===== config.mk =====
export PLATFORM = sky130hd
export DESIGN_NAME = blink_sequencer
export DESIGN_NICKNAME = d
export VERILOG_FILES = /design/src/rtl/blink_sequencer.sv
export SDC_FILE = /design/constraint.sdc
export NUM_CORES = 1
export LEC_CHECK = 0
export ABC_AREA = 1
export ABC_CLOCK_PERIOD_IN_PS = 1900
export CORE_MARGIN = 2
export CORE_UTILIZATION = 45
export CTS_CLUSTER_SIZE = 30
export DETAILED_ROUTE_END_ITERATION = 7
export PLACE_DENSITY = 0.77
export SYNTH_ARGS = -nofsm -noshare
export SYNTH_HDL_FRONTEND = slang
export SYNTH_SLANG_ARGS = --single-unit

===== constraint.sdc =====
create_clock -name clk -period 1.9 [get_ports clk]
set_input_delay 0.285 -clock clk [delete_from_list [all_inputs] [get_ports clk]]
set_output_delay 0.285 -clock clk [all_outputs]
set_load 0.05 [all_outputs]

===== src/rtl/blink_sequencer.sv =====
// Burst LED sequencer: N blinks of programmable on/off length, optional repeat with a gap.
// Optional feature macro BLINK_SEQ_PWM_EN dims the LED during ON with a 4-bit PWM.
module blink_sequencer #(
    parameter int PRESCALE_DIV = 1000,
    parameter int TICK_W       = 8,
    parameter int CNT_W        = 4
) (
    input  logic              clk,
    input  logic              rst_n,
    input  logic              start,
    input  logic              abort,
    input  logic              repeat_en,
    input  logic [CNT_W-1:0]  blink_count,
    input  logic [TICK_W-1:0] on_ticks,
    input  logic [TICK_W-1:0] off_ticks,
    input  logic [TICK_W-1:0] gap_ticks,
    input  logic [3:0]        duty,
    output logic              led,
    output logic              busy,
    output logic              done,
    output logic [CNT_W-1:0]  blinks_left
);
    localparam int PRE_W = (PRESCALE_DIV > 1) ? $clog2(PRESCALE_DIV) : 1;

    typedef enum logic [1:0] {S_IDLE, S_ON, S_OFF, S_GAP} state_t;

    state_t            r_state, w_next;
    logic [PRE_W-1:0]  r_pre;
    logic [TICK_W-1:0] r_phase;
    logic [TICK_W-1:0] r_on, r_off, r_gap;
    logic [CNT_W-1:0]  r_count, r_left;
    logic              r_rep, r_done;
    logic              w_tick, w_last, w_accept;

    function automatic logic [TICK_W-1:0] nz(input logic [TICK_W-1:0] v);
        return (v == '0) ? TICK_W'(1) : v;
    endfunction

    assign w_tick   = (r_pre == PRE_W'(PRESCALE_DIV - 1));
    assign w_last   = w_tick && (r_phase == TICK_W'(1));
    assign w_accept = (r_state == S_IDLE) && start && (blink_count != '0) && !abort;

    always_ff @(posedge clk or negedge rst_n) begin
        if (!rst_n) r_state <= S_IDLE;
        else        r_state <= w_next;
    end

    always_comb begin
        w_next = r_state;
        if (abort) begin
            w_next = S_IDLE;
        end else begin
            case (r_state)
                S_IDLE: if (w_accept) w_next = S_ON;
                S_ON:   if (w_last)   w_next = S_OFF;
                S_OFF:  if (w_last)   w_next = (r_left > CNT_W'(1)) ? S_ON :
                                               (r_rep ? S_GAP : S_IDLE);
                S_GAP:  if (w_last)   w_next = S_ON;
                default:              w_next = S_IDLE;
            endcase
        end
    end

    // Prescaler free-runs through every active phase so phase lengths stay exact multiples.
    always_ff @(posedge clk or negedge rst_n) begin
        if (!rst_n) begin
            r_pre   <= '0;
            r_phase <= '0;
            r_left  <= '0;
            r_done  <= 1'b0;
            r_on    <= '0;
            r_off   <= '0;
            r_gap   <= '0;
            r_count <= '0;
            r_rep   <= 1'b0;
        end else begin
            r_done <= 1'b0;
            if (abort) begin
                r_pre   <= '0;
                r_phase <= '0;
                r_left  <= '0;
            end else begin
                if (r_state == S_IDLE || w_tick) r_pre <= '0;
                else                             r_pre <= r_pre + 1'b1;
                case (r_state)
                    S_IDLE: if (w_accept) begin
                        r_on    <= nz(on_ticks);
                        r_off   <= nz(off_ticks);
                        r_gap   <= nz(gap_ticks);
                        r_count <= blink_count;
                        r_rep   <= repeat_en;
                        r_left  <= blink_count;
                        r_phase <= nz(on_ticks);
                    end
                    S_ON: if (w_last) r_phase <= r_off;
                          else if (w_tick) r_phase <= r_phase - 1'b1;
                    S_OFF: if (w_last) begin
                        if (r_left > CNT_W'(1)) begin
                            r_left  <= r_left - 1'b1;
                            r_phase <= r_on;
                        end else if (r_rep) begin
                            r_phase <= r_gap;
                            r_done  <= 1'b1;
                        end else begin
                            r_left  <= '0;
                            r_phase <= '0;
                            r_done  <= 1'b1;
                        end
                    end else if (w_tick) r_phase <= r_phase - 1'b1;
                    S_GAP: if (w_last) begin
                        r_phase <= r_on;
                        r_left  <= r_count;
                    end else if (w_tick) r_phase <= r_phase - 1'b1;
                    default: r_phase <= '0;
                endcase
            end
        end
    end

`ifdef BLINK_SEQ_PWM_EN
    logic [3:0] r_pwm;

    always_ff @(posedge clk or negedge rst_n) begin
        if (!rst_n)                            r_pwm <= '0;
        else if (w_accept || w_next == S_IDLE) r_pwm <= '0;
        else                                   r_pwm <= r_pwm + 1'b1;
    end

    always_comb begin
        busy        = (r_state != S_IDLE);
        done        = r_done;
        blinks_left = r_left;
        led         = (r_state == S_ON) && (r_pwm < duty);
    end
`else
    logic r_led;
    logic w_unused_duty;

    assign w_unused_duty = ^duty;

    always_ff @(posedge clk or negedge rst_n) begin
        if (!rst_n) r_led <= 1'b0;
        else        r_led <= (w_next == S_ON);
    end

    always_comb begin
        busy        = (r_state != S_IDLE);
        done        = r_done;
        blinks_left = r_left;
        led         = r_led;
    end
`endif
endmodule


======== After elaboration in Yosys (flattened, before gate mapping) ========
Index checks and enable logic that the tools add are counted.
operators by class
  bitwise gates (word level) .............. 1
  multiplexer cells ....................... 33
  order comparisons ....................... 1
  equal/unequal tests ..................... 10
  $add $sub $neg .......................... 3
  reduce and logical (&&, ||, !) cells .... 15
operators by type and width
  operator                                                              number
  8-bit 2-to-1 mux                                                      11
  8-bit case mux with 4 select lines                                    1
  8-bit zero test                                                       3
  4-bit 2-to-1 mux                                                      6
  10-bit 2-to-1 mux                                                     2
  2-bit 2-to-1 mux                                                      7
  4-bit case mux with 3 select lines                                    1
  10-bit by 1-bit adder with 10-bit output, second input constant       1
  10-bit == test, second input constant                                 1
  3-bit inequality test, second input constant                          3
  8-bit by 1-bit == test with 1-bit output, second input constant       1
  2-bit case mux with 4 select lines                                    1
  4-bit nonzero test                                                    2
  8-bit by 1-bit subtractor with 8-bit output, second input constant    1
  5-bit AND reduction                                                   1
  2-bit by 1-bit == test with 1-bit output, second input constant       2
  2-bit == test, second input constant                                  2
  4-bit by 1-bit > comparator with 1-bit output, second input constant  1
  1-bit logical AND                                                     4
  1-bit 2-to-1 mux                                                      4
  4-bit inequality test, second input constant                          1
  4-bit by 1-bit subtractor with 4-bit output, second input constant    1
  3-bit AND reduction                                                   1
  2-bit zero test                                                       1
  other kinds (4)                                                       4
word-level totals
  output and inout bits ................... 7
  input port bits ......................... 37
  logic and storage cells ................. 74
  register bits ........................... 55

======== Longest topological paths before layout ========
Gate-level depths: netlist (run 1).
  depth after elaboration ................. 8
  mapped depth ............................ 13
  gate-level depth less buffers ........... 13

======== Least setup slack after synthesis (run 1) ========
OpenSTA, ideal clock, no wires.
  path kind ............................... reg-to-reg
  from .................................... reg r_left[0] (netlist: blinks_left[0])
  to ...................................... reg r_phase[6]
  slack ................................... -181 ps
  data required time ...................... 1,783 ps
  stages on the path, launching flop included .. 13
  library setup time ...................... 117 ps
  arrival time ............................ 1,965 ps
  path buffers ............................ 0
  clock period less this slack ............ 2,081 ps
  cell sequence ........................... dfrtp_1 inv_1 ha_1 o21ai_0 nor2_2 inv_2 nor2_1 a21oi_1 nand2_1 nand2_1 nand2_1 nand2_1 nand2_1
on the way
  word-level cells in the longest chain between the ends .. 5
RTL lines
  item                                           RTL line  text
  start, declared                                31        logic [CNT_W-1:0] r_count, r_left;
  start signal, assigned                         92        r_left <= blink_count;
  start signal, assigned                         99        r_left <= r_left - 1'b1;
  start signal, assigned                         112       r_left <= r_count;
  4-bit by 1-bit > comparator with 1-bit output  98        if (r_left > CNT_W'(1)) begin
  8-bit 2-to-1 mux                               98
  8-bit 2-to-1 mux                               97        S_OFF: if (w_last) begin
  8-bit case mux with 4 select lines             85        case (r_state)
  8-bit 2-to-1 mux                               78        if (abort) begin
  end signal, assigned                           96        else if (w_tick) r_phase <= r_phase - 1'b1;
  end signal, assigned                           100       r_phase <= r_on;
  end signal, assigned                           102       r_phase <= r_gap;
  end, declared                                  29        logic [TICK_W-1:0] r_phase;
No other way between the ends.
A chain may end at the register's enable or synchronous reset.

======== Final worst setup path (run 1) ========
  from .................................... reg r_left[3] (netlist: blinks_left[3])
  to ...................................... out blinks_left[3]
RTL lines
  item           RTL line  text
  end, declared  21        output logic [CNT_W-1:0] blinks_left
No word-level cell between the ends.

==> reports/qor.txt, run 1 <==
=====================================================================================
Via count of the routed design .........................................         3160
Tmin final .............................................................      1830 ps
Total I/O pin count ....................................................           44
Critical path launch point ............................................. blinks_left[3]
Number of detailed-routing iterations run before antenna repair ........            4
Cells after Synth ......................................................          458
Core Region ............................................................ 0.007176 mm²
Period Utilization, post-route .........................................       96.32%
WL per Instance ........................................................     12.77 µm
Total internal power ...................................................      1800 µW
Worst Path Max Fanout ..................................................            4
Fin Hold WS ............................................................     450.6 ps
Cell accounting for the most synthesized area .......................... sky130_fd_sc_hd__dfrtp_1
Detailed-placement wirelength estimate .................................     5.977 mm
Sort of element at the end of the critical path ........................  output port
Part of the power in registers .........................................        52.4%
Layout-stage area growth over the synthesis result .....................       24.37%
Count of inserted antenna diode cells ..................................            0
Routed via count divided by cell count .................................        5.155
Fraction of power spent switching nets .................................       31.19%
Slew at the pin with the worst max-slew slack ..........................     505.9 ps
Start-to-end type of the worst setup path ..............................      reg2out
Async set-reset flop share out of synthesis ............................       100.0%
Count of final setup violators .........................................            0
Port Buffer Count ......................................................           39
Number of global-route vias before repair ..............................         2978
Setup repair after global routing missed its margin ....................         true
Residual DRC count .....................................................            0
DIE HEIGHT .............................................................     89.58 µm
Root Buffer Master ..................................................... sky130_fd_sc_hd__clkbuf_8
Arrival @ worst endpoint ...............................................      1550 ps
Ranking of synthesized cells by area ................................... sky130_fd_sc_hd__dfrtp_1 (42%), sky130_fd_sc_hd__nand2_1 (15%), sky130_fd_sc_hd__inv_1 (6.8%)
Status ................................................................. finished clean
Initial antenna violation count ........................................            0
Sum of buffers and inverters on the critical path ......................            1
GPL Wtd Cong ...........................................................       0.8783
Synthesized area per cell ..............................................    7.196 µm²
Max incr delay on CP ...................................................       820 ps
Number of synthesized register bits ....................................           55
Post-synth EDFFs .......................................................            0
Clock-pin slew on the worst setup and hold paths .......................       100 ps
Top library cells by usage in the layout, fill and taps aside .......... sky130_fd_sc_hd__nand2_1 (135), sky130_fd_sc_hd__inv_1 (60), sky130_fd_sc_hd__dfrtp_1 (47)
Slowest library cell on the worst path ................................. sky130_fd_sc_hd__clkdlybuf4s50_1
DP Cell Count ..........................................................          598
Slew margin rel. .......................................................       66.16%
Class of the worst hold path ...........................................     in2async
Crit-path leading delay family ......................................... buffers and inverters
Clock net sink count ...................................................           55
Synth Flop Type ........................................................ sky130_fd_sc_hd__dfrtp_1
Initial core utilization ...............................................       45.93%
Power per standard cell area ........................................... 638.1 mW/mm²
TritonCTS clock tree ...................................................        built
Leak ...................................................................  0.001904 µW
Portion of synthesized cell area occupied by the leading cell type .....       41.76%
Largest net degree at the start of global routing ......................           33
Number of nets in the layout ...........................................          555
Relative contribution of combinational cells to total power ............        22.6%
Final hold violation count .............................................            0
Proportion of layout cells with a drive suffix above 1 .................       13.23%
Launch point of the worst reg-to-reg path ..............................     r_pre[0]
Count of nets left with antenna violations after detail routing ........            0
Net count after synthesis ..............................................          500
H-tree levels ..........................................................            2
Ordered cell list for the critical path ................................ clkdlybuf4s50_1
Number of buffers added by the clock tree synthesis step ...............            5
Number of standard cells in the layout, taps in and fillers out ........          613
Worst-Skew Late Latency ................................................       310 ps
Filler instances .......................................................          643
Final design instance area without fill ................................ 0.004099 mm²
Startpoint type of the worst setup path ................................     register
Global-route wire length before repair .................................     13.11 mm
Number of unique standard cell types used by synthesis .................           37
Max Buffers Root-to-Sink ...............................................            2
Clock network fraction of design power .................................        25.0%
Post-DP Area ........................................................... 0.003867 mm²
Overall die width ......................................................     89.58 µm
Final max-slew violation count .........................................            0
Number of DRC markers in iteration 0 ...................................          209
Max-cap violations .....................................................            0
Utilization after layout ...............................................       57.12%
Total detailed-routing wirelength ......................................     7.828 mm
Syn. warnings ..........................................................            0
Max Clock Skew .........................................................     7.545 ps
Maximum ir drop on the vdd rail ........................................    0.3810 mV
Data required time at the worst endpoint ...............................      1620 ps
Remaining global-route overflow ........................................            0
Switching pwr ..........................................................     815.8 µW
Post-synthesis instance area ........................................... 0.003296 mm²
Total Die Area ......................................................... 0.008025 mm²
GRT Total Usage ........................................................       20.82%
Count of standard-cell rows ............................................           31
Share of synthesized area occupied by flip-flops and latches ...........       41.76%
Max Freq ...............................................................    546.4 MHz
Most frequent standard cell in the layout excluding fill and tap cells . sky130_fd_sc_hd__nand2_1
=====================================================================================
-- path summary, 6_finish.rpt --
| path | slack [ps] | cells after the start | endpoint |
|---|---|---|---|
| setup / recovery | 70 | 1 | blinks_left[3] |
| hold / removal | 450 | 2 | r_on[5] |
| setup reg to reg | 120 | 12 | r_phase[5] |
| hold reg to reg | 490 | 2 | r_gap[7] |
| min in group clk | 490 | 2 | r_gap[7] |
| max in group asynchronous | 890 | 3 | r_phase[3] |
-- Yosys cell counts (2+ instances only) --
| cell | number |
|---|---|
| sky130_fd_sc_hd__nand2_1 | 135 |
| sky130_fd_sc_hd__inv_1 | 60 |
| sky130_fd_sc_hd__dfrtp_1 | 55 |
| sky130_fd_sc_hd__nand3_1 | 42 |
| sky130_fd_sc_hd__o21ai_0 | 37 |
| sky130_fd_sc_hd__nor2_1 | 33 |
| sky130_fd_sc_hd__a21oi_1 | 15 |
| sky130_fd_sc_hd__nor3_1 | 10 |
| sky130_fd_sc_hd__nor2_2 | 8 |
| sky130_fd_sc_hd__nand2_2 | 6 |
| sky130_fd_sc_hd__ha_1 | 5 |
| sky130_fd_sc_hd__xor2_1 | 5 |
| sky130_fd_sc_hd__buf_2 | 4 |
| sky130_fd_sc_hd__buf_4 | 3 |
| sky130_fd_sc_hd__buf_6 | 3 |
| sky130_fd_sc_hd__clkbuf_1 | 3 |
| sky130_fd_sc_hd__nand4_1 | 3 |
| sky130_fd_sc_hd__nor2_4 | 3 |
| sky130_fd_sc_hd__nor4_1 | 3 |
| sky130_fd_sc_hd__o221ai_1 | 3 |
| sky130_fd_sc_hd__a21boi_1 | 2 |
| sky130_fd_sc_hd__a31oi_1 | 2 |
| sky130_fd_sc_hd__inv_2 | 2 |
| sky130_fd_sc_hd__nand3b_1 | 2 |
| sky130_fd_sc_hd__o21bai_1 | 2 |
-- flip-flops by register name, indices dropped and copies added, names as in the netlist, 2 cells and up --
name	count
r_gap	8
r_on	8
r_phase	8
r_state	2
blinks_left	4
r_pre	10
r_count	4
r_off	8
-- per-layer routing --
metal / track usage (%) / up-vias / share of wire [%]
li1: - / 1573 / -
met1: 27.68 / 1491 / 45
met2: 34.69 / 81 / 48
met3: 3.199 / 15 / 4.4
met4: 7.191 / 0 / 1.7
met5: 0 / - / 0
-- metrics by stage --
step	power (µW)	worst slack [ps]	setup TNS, ps
2_1_floorplan	1730	100.6	0
3_3_place_gp	1941	121.0	0
3_5_place_dp	1956	51.57	0
4_1_cts	2612	11.24	0
5_1_grt	2770	-12.57	-21.76
6_report	2615	70.00	0
-- what timing repair did --
item                       in CTS  in global routing
gates resized for setup         0                 20
setup buffers                   0                  6
hold endpoints to repair       16                  0
hold buffers                    1                  0
setup endpoints to repair       0                 13
-- cell families after synthesis --
kind of cell	after synthesis	share of synthesized area (%)
xor+xnor	5	1.329
flops	55	41.76
fa+ha+maj	5	1.898
buf+inv	76	9.833
compound gates	66	11.20
simple gates	251	33.98
-- layout make-up --
class                           count  area (µm²)  share of cell area, %
Clock buffer                        5       68.82                  1.679
Clock inverter                      3       20.02                 0.4884
Inverter                           63       236.5                  5.769
Multi-Input combinational cell    327        1657                  40.42
Sequential cell                    55        1386                  33.82
Tap cell                           99       123.9                  3.022
Timing Repair Buffer               61       606.8                  14.80
-- power by group through the flow --
stage / combinational [µW] / clock (µW) / sequential [µW]
after detailed placement: 565 / 0 / 1390
after global routing: 669 / 713 / 1390
after floorplan: 325 / 0 / 1400
after CTS: 571 / 673 / 1370
final: 590 / 653 / 1370
after global placement: 552 / 0 / 1390
Note: power is estimated with default switching activity, not from simulation.
==> run 2, diff against run 1 <==
- CORE_UTILIZATION: 45 -> 35
- PLACE_DENSITY: 0.77 -> 0.65
==> reports/qor.txt, run 2 (synthesis results as in run 1) <==
=====================================================================================
Count of nets left with antenna violations after detail routing ........            0
Slew at the pin with the worst max-slew slack ..........................     496.0 ps
Setup tns final ........................................................         0 ps
Filler instances .......................................................          970
Top library cells by usage in the layout, fill and taps aside .......... sky130_fd_sc_hd__nand2_1 (135), sky130_fd_sc_hd__inv_1 (60), sky130_fd_sc_hd__dfrtp_1 (52)
Arrival @ worst endpoint ...............................................      1520 ps
Combined area of the multi-input logic cells ........................... 0.001628 mm²
Total I/O pin count ....................................................           44
Port Buffer Count ......................................................           39
Count of standard-cell rows ............................................           35
Layout-stage area growth over the synthesis result .....................       24.15%
Number of buffers added by the clock tree synthesis step ...............            5
Remaining global-route overflow ........................................            0
Power consumption ......................................................      2772 µW
Detailed-placement wirelength estimate .................................     6.149 mm
Launch point of the worst reg-to-reg path ..............................   r_phase[1]
Proportion of layout cells with a drive suffix above 1 .................       12.04%
H-tree levels ..........................................................            2
Slowest library cell on the worst path ................................. sky130_fd_sc_hd__clkdlybuf4s50_1
Final hold violation count .............................................            0
DIE HEIGHT .............................................................     101.0 µm
Number of global-route vias before repair ..............................         3046
Startpoint type of the worst setup path ................................     register
Class of the worst hold path ...........................................     in2async
Leak ...................................................................  0.001917 µW
Max incr delay on CP ...................................................       810 ps
Root Buffer Master ..................................................... sky130_fd_sc_hd__clkbuf_8
Via count of the routed design .........................................         3083
Register-to-register path setup slack ..................................       150 ps
Register bank with the most flops ......................................        r_pre
Period Utilization, post-route .........................................       94.81%
Count of final setup violators .........................................            0
TritonCTS clock tree ...................................................        built
Max FFs per register ...................................................           10
Max-cap violations .....................................................            0
Routed via count divided by cell count .................................        4.925
Final max-slew violation count .........................................            0
Overall die width ......................................................     101.0 µm
WL per Instance ........................................................     12.83 µm
Total detailed-routing wirelength ......................................     8.031 mm
Crit-path leading delay family ......................................... buffers and inverters
Largest net degree at the start of global routing ......................           38
Power per standard cell area ........................................... 677.5 mW/mm²
Maximum ir drop on the vdd rail ........................................    0.4268 mV
Area occupied by registers ............................................. 0.001380 mm²
Max Freq ...............................................................    555.1 MHz
GRT Total Usage ........................................................       16.94%
Sort of element at the end of the critical path ........................  output port
Ordered cell list for the critical path ................................ clkdlybuf4s50_1
Number of detailed-routing iterations run before antenna repair ........            4
Slew margin rel. .......................................................       66.83%
Max Buffers Root-to-Sink ...............................................            2
Count of inserted antenna diode cells ..................................            0
Max Clock Skew .........................................................     6.902 ps
Global-route wire length before repair .................................     13.80 mm
Data required time at the worst endpoint ...............................      1620 ps
Status ................................................................. finished clean
Path depth of the worst reg2reg path ...................................           10
FF-to-FF End ........................................................... blinks_left[0]
Most frequent standard cell in the layout excluding fill and tap cells . sky130_fd_sc_hd__nand2_1
Worst Path Max Fanout ..................................................            4
Initial core utilization ...............................................       35.84%
GPL Wtd Cong ...........................................................       0.9069
Tmin final .............................................................      1801 ps
Sum of buffers and inverters on the critical path ......................            1
Residual DRC count .....................................................            0
Number of DRC markers in iteration 0 ...................................          247
Core Region ............................................................ 0.009196 mm²
Number of nets in the layout ...........................................          556
Start-to-end type of the worst setup path ..............................      reg2out
Total Die Area .........................................................  0.01021 mm²
Clock net sink count ...................................................           55
Clock-pin slew on the worst setup and hold paths .......................       100 ps
Utilization after layout ...............................................       44.49%
Fin Hold WS ............................................................     447.0 ps
Initial antenna violation count ........................................            0
Worst-Skew Late Latency ................................................       310 ps
=====================================================================================
==> run 2: changes by cell type in the layout (fill, tap and decap cells not counted), sizes merged <==
cell	previous run	this run
bufinv	0	1
clkdlybuf4s50	36	35
buf	23	26
dlymetal6s2s	1	0
clkbuf	5	6
clkinvlp	2	0
==> run 2: worst max path at each step <==
| stage | from | to | slack (ps) | cells after the start |
|---|---|---|---|---|
| finish | blinks_left[0] | blinks_left[0] | 100 | 1 |
| global route | r_phase[1] | blinks_left[0] | -20 | 10 |
| CTS | blinks_left[0] | r_phase[6] | 50 | 12 |
| detailed placement | blinks_left[0] | r_phase[6] | 70 | 12 |
| global placement | blinks_left[0] | r_phase[6] | 100 | 12 |
| floorplan | blinks_left[0] | r_phase[6] | 100 | 12 |
==> run 2: power breakdown <==
part	total [µW]	internal [µW]	leakage, µW	switching, µW
clock network	814	427	0.0000612	386
logic	586	236	0.00115	350
registers	1370	1300	0.000704	68.3
total	2770	1970	0.00192	805
==> run 2: per-layer routing <==
| metal | vias up | part of all wire, % | global-route usage [%] |
|---|---|---|---|
| met5 | - | 0 | 0 |
| met4 | 0 | 0.90 | 4.678 |
| met3 | 6 | 4.8 | 2.843 |
| met2 | 69 | 47 | 28.26 |
| met1 | 1436 | 47 | 22.78 |
| li1 | 1572 | - | - |
==> run 2: cell type report <==
cell class	instances	area share [%]
Multi-Input combinational cell	327	39.79
Timing Repair Buffer	62	14.43
Inverter	63	5.780
Tap cell	111	3.394
Sequential cell	55	33.73
Clock inverter	2	0.8563
Clock buffer	6	2.018
==> run 2: repair_timing <==
item	CTS	global route
hold endpoints to repair	18	0
endpoints found under the setup margin	0	12
buffers inserted	0	5
resized for setup	0	7
hold buffers	1	0
==> run 2: per-stage QoR <==
stage | instances | cell area [µm²] | setup WS [ps]
floorplan | 458 | 3298 | 100.6
global placement | 612 | 3892 | 104.0
detailed placement | 612 | 3892 | 68.57
CTS | 621 | 4020 | 53.68
global route | 626 | 4091 | -22.37
finish | 626 | 4091 | 98.64
==> run 3, diff against run 2 <==
- DONT_BUFFER_PORTS: default -> 1
- PLACE_DENSITY: 0.65 -> 0.59
==> reports/qor.txt, run 3 (synthesis results as in run 1) <==
=====================================================================================
Class of the worst hold path ...........................................       in2reg
Count of nets left with antenna violations after detail routing ........            0
Number of global-route vias before repair ..............................         2956
Max Buffers Root-to-Sink ...............................................            2
Max Clock Skew .........................................................     5.584 ps
Clock-pin slew on the worst setup and hold paths .......................       100 ps
Via count of the routed design .........................................         3011
Residual DRC count .....................................................            0
Setup tns final ........................................................         0 ps
Layout-stage area growth over the synthesis result .....................       18.07%
Count of standard-cell rows ............................................           35
Slew margin rel. .......................................................       57.99%
Slew at the pin with the worst max-slew slack ..........................     629.4 ps
Total I/O pin count ....................................................           44
Tmin final .............................................................      1808 ps
Maximum ir drop on the vdd rail ........................................    0.4174 mV
Number of instances on the worst hold path .............................            1
Sum of buffers and inverters on the critical path ......................            1
Number of buffers added by the clock tree synthesis step ...............            5
Fin Hold WS ............................................................     24.30 ps
Critical path launch point .............................................     r_pre[0]
Count of final setup violators .........................................            0
Period Utilization, post-route .........................................       95.16%
Combined area of the multi-input logic cells ........................... 0.001678 mm²
Max Freq ...............................................................    553.1 MHz
Largest net degree at the start of global routing ......................           56
Total detailed-routing wirelength ......................................     8.462 mm
Critical Path Stages ...................................................           11
Number of detailed-routing iterations run before antenna repair ........            4
Final hold violation count .............................................            0
Count of inserted antenna diode cells ..................................            0
Core Region ............................................................ 0.009196 mm²
Global-route wire length before repair .................................     14.06 mm
Utilization after layout ...............................................       42.31%
Detailed-placement wirelength estimate .................................     6.308 mm
Most frequent standard cell in the layout excluding fill and tap cells . sky130_fd_sc_hd__nand2_1
Launch point of the worst reg-to-reg path ..............................     r_pre[0]
Top library cells by usage in the layout, fill and taps aside .......... sky130_fd_sc_hd__nand2_1 (135), sky130_fd_sc_hd__inv_1 (59), sky130_fd_sc_hd__dfrtp_1 (51)
Routed via count divided by cell count .................................        5.027
Setup repair after global routing missed its margin ....................         true
Initial core utilization ...............................................       35.84%
Final max-slew violation count .........................................            0
Root Buffer Master ..................................................... sky130_fd_sc_hd__clkbuf_8
Leak ...................................................................  0.001842 µW
Slowest library cell on the worst path ................................. sky130_fd_sc_hd__dfrtp_1
Arrival @ worst endpoint ...............................................      2020 ps
Clock net sink count ...................................................           55
Most Frequent Cell on Critical Path .................................... sky130_fd_sc_hd__nand2_1
Number of DRC markers in iteration 0 ...................................          168
Crit-path leading delay family ......................................... simple AND/OR/NAND/NOR gates
Max FFs per register ...................................................           10
H-tree levels ..........................................................            2
Post-DP Area ........................................................... 0.003555 mm²
DIE HEIGHT .............................................................     101.0 µm
Origin of the worst min-delay path .....................................        abort
TritonCTS clock tree ...................................................        built
Initial antenna violation count ........................................            0
Filler instances .......................................................          992
GRT Total Usage ........................................................       17.40%
Register bank with the most flops ......................................        r_pre
Worst-Skew Late Latency ................................................       310 ps
Proportion of layout cells with a drive suffix above 1 .................       16.60%
Power per standard cell area ........................................... 699.9 mW/mm²
Startpoint type of the worst setup path ................................     register
WL per Instance ........................................................     14.13 µm
Register-to-register path setup slack ..................................        90 ps
Sort of element at the end of the critical path ........................     register
Status ................................................................. finished clean
Total Die Area .........................................................  0.01021 mm²
Start-to-end type of the worst setup path ..............................      reg2reg
Remaining global-route overflow ........................................            0
Data required time at the worst endpoint ...............................      2110 ps
Ordered cell list for the critical path ................................ ha_4 > nand4_1 > nor2_4 > buf_4 > nand3_1 > a21oi_1 > nand2_1 > nand2_1 > nand2_1 > nand2_1 > nand2_1
Overall die width ......................................................     101.0 µm
Area occupied by registers ............................................. 0.001381 mm²
Max incr delay on CP ...................................................       410 ps
Worst Path Max Fanout ..................................................            8
Final design instance area without fill ................................ 0.003891 mm²
Path depth of the worst reg2reg path ...................................           11
Max-cap violations .....................................................            0
GPL Wtd Cong ...........................................................       0.8384
Number of nets in the layout ...........................................          529
Port Buffer Count ......................................................            0
=====================================================================================
-- run 3: repair_timing --
action / CTS / global route
hold endpoints to repair: 55 / 0
gates resized for setup: 0 / 23
setup buffers: 0 / 8
setup endpoints to repair: 0 / 12
hold buffers: 2 / 0
-- run 3: stage by stage --
stage / worst slack [ps] / cells / power, µW
6_report: 91.96 / 599 / 2724
5_1_grt: -52.48 / 599 / 2886
4_1_cts: 3.345 / 590 / 2701
3_5_place_dp: 21.46 / 580 / 1858
3_3_place_gp: 57.43 / 580 / 1847
2_1_floorplan: 100.6 / 458 / 1730
-- run 3: path summary, 6_finish.rpt --
path / end
max in group asynchronous: blinks_left[1]
min in group asynchronous: r_phase[5]
setup / recovery: r_phase[2]
hold / removal: r_pre[9]
hold reg to reg: r_gap[7]
setup reg to reg: r_phase[2]
-- run 3: layout make-up --
type | count | share of cell area [%]
multi-input combinational | 327 | 43.12
clock buffer | 6 | 2.122
tap | 111 | 3.569
timing repair buffer | 35 | 8.714
sequential | 55 | 35.50
clock inverter | 2 | 0.9003
inverter | 63 | 6.077
-- run 3: layer usage --
layer | vias up | global-route usage (%) | share of wire [%]
met1 | 1420 | 23.04 | 45
met4 | 0 | 3.222 | 1.0
met3 | 9 | 3.190 | 5.0
met2 | 60 | 30.00 | 49
met5 | - | 0 | 0
li1 | 1522 | - | -
-- run 3: power breakdown --
group,internal (µW),switching (µW)
registers,1300,70.3
clock network,427,388
logic,191,343
total,1920,801
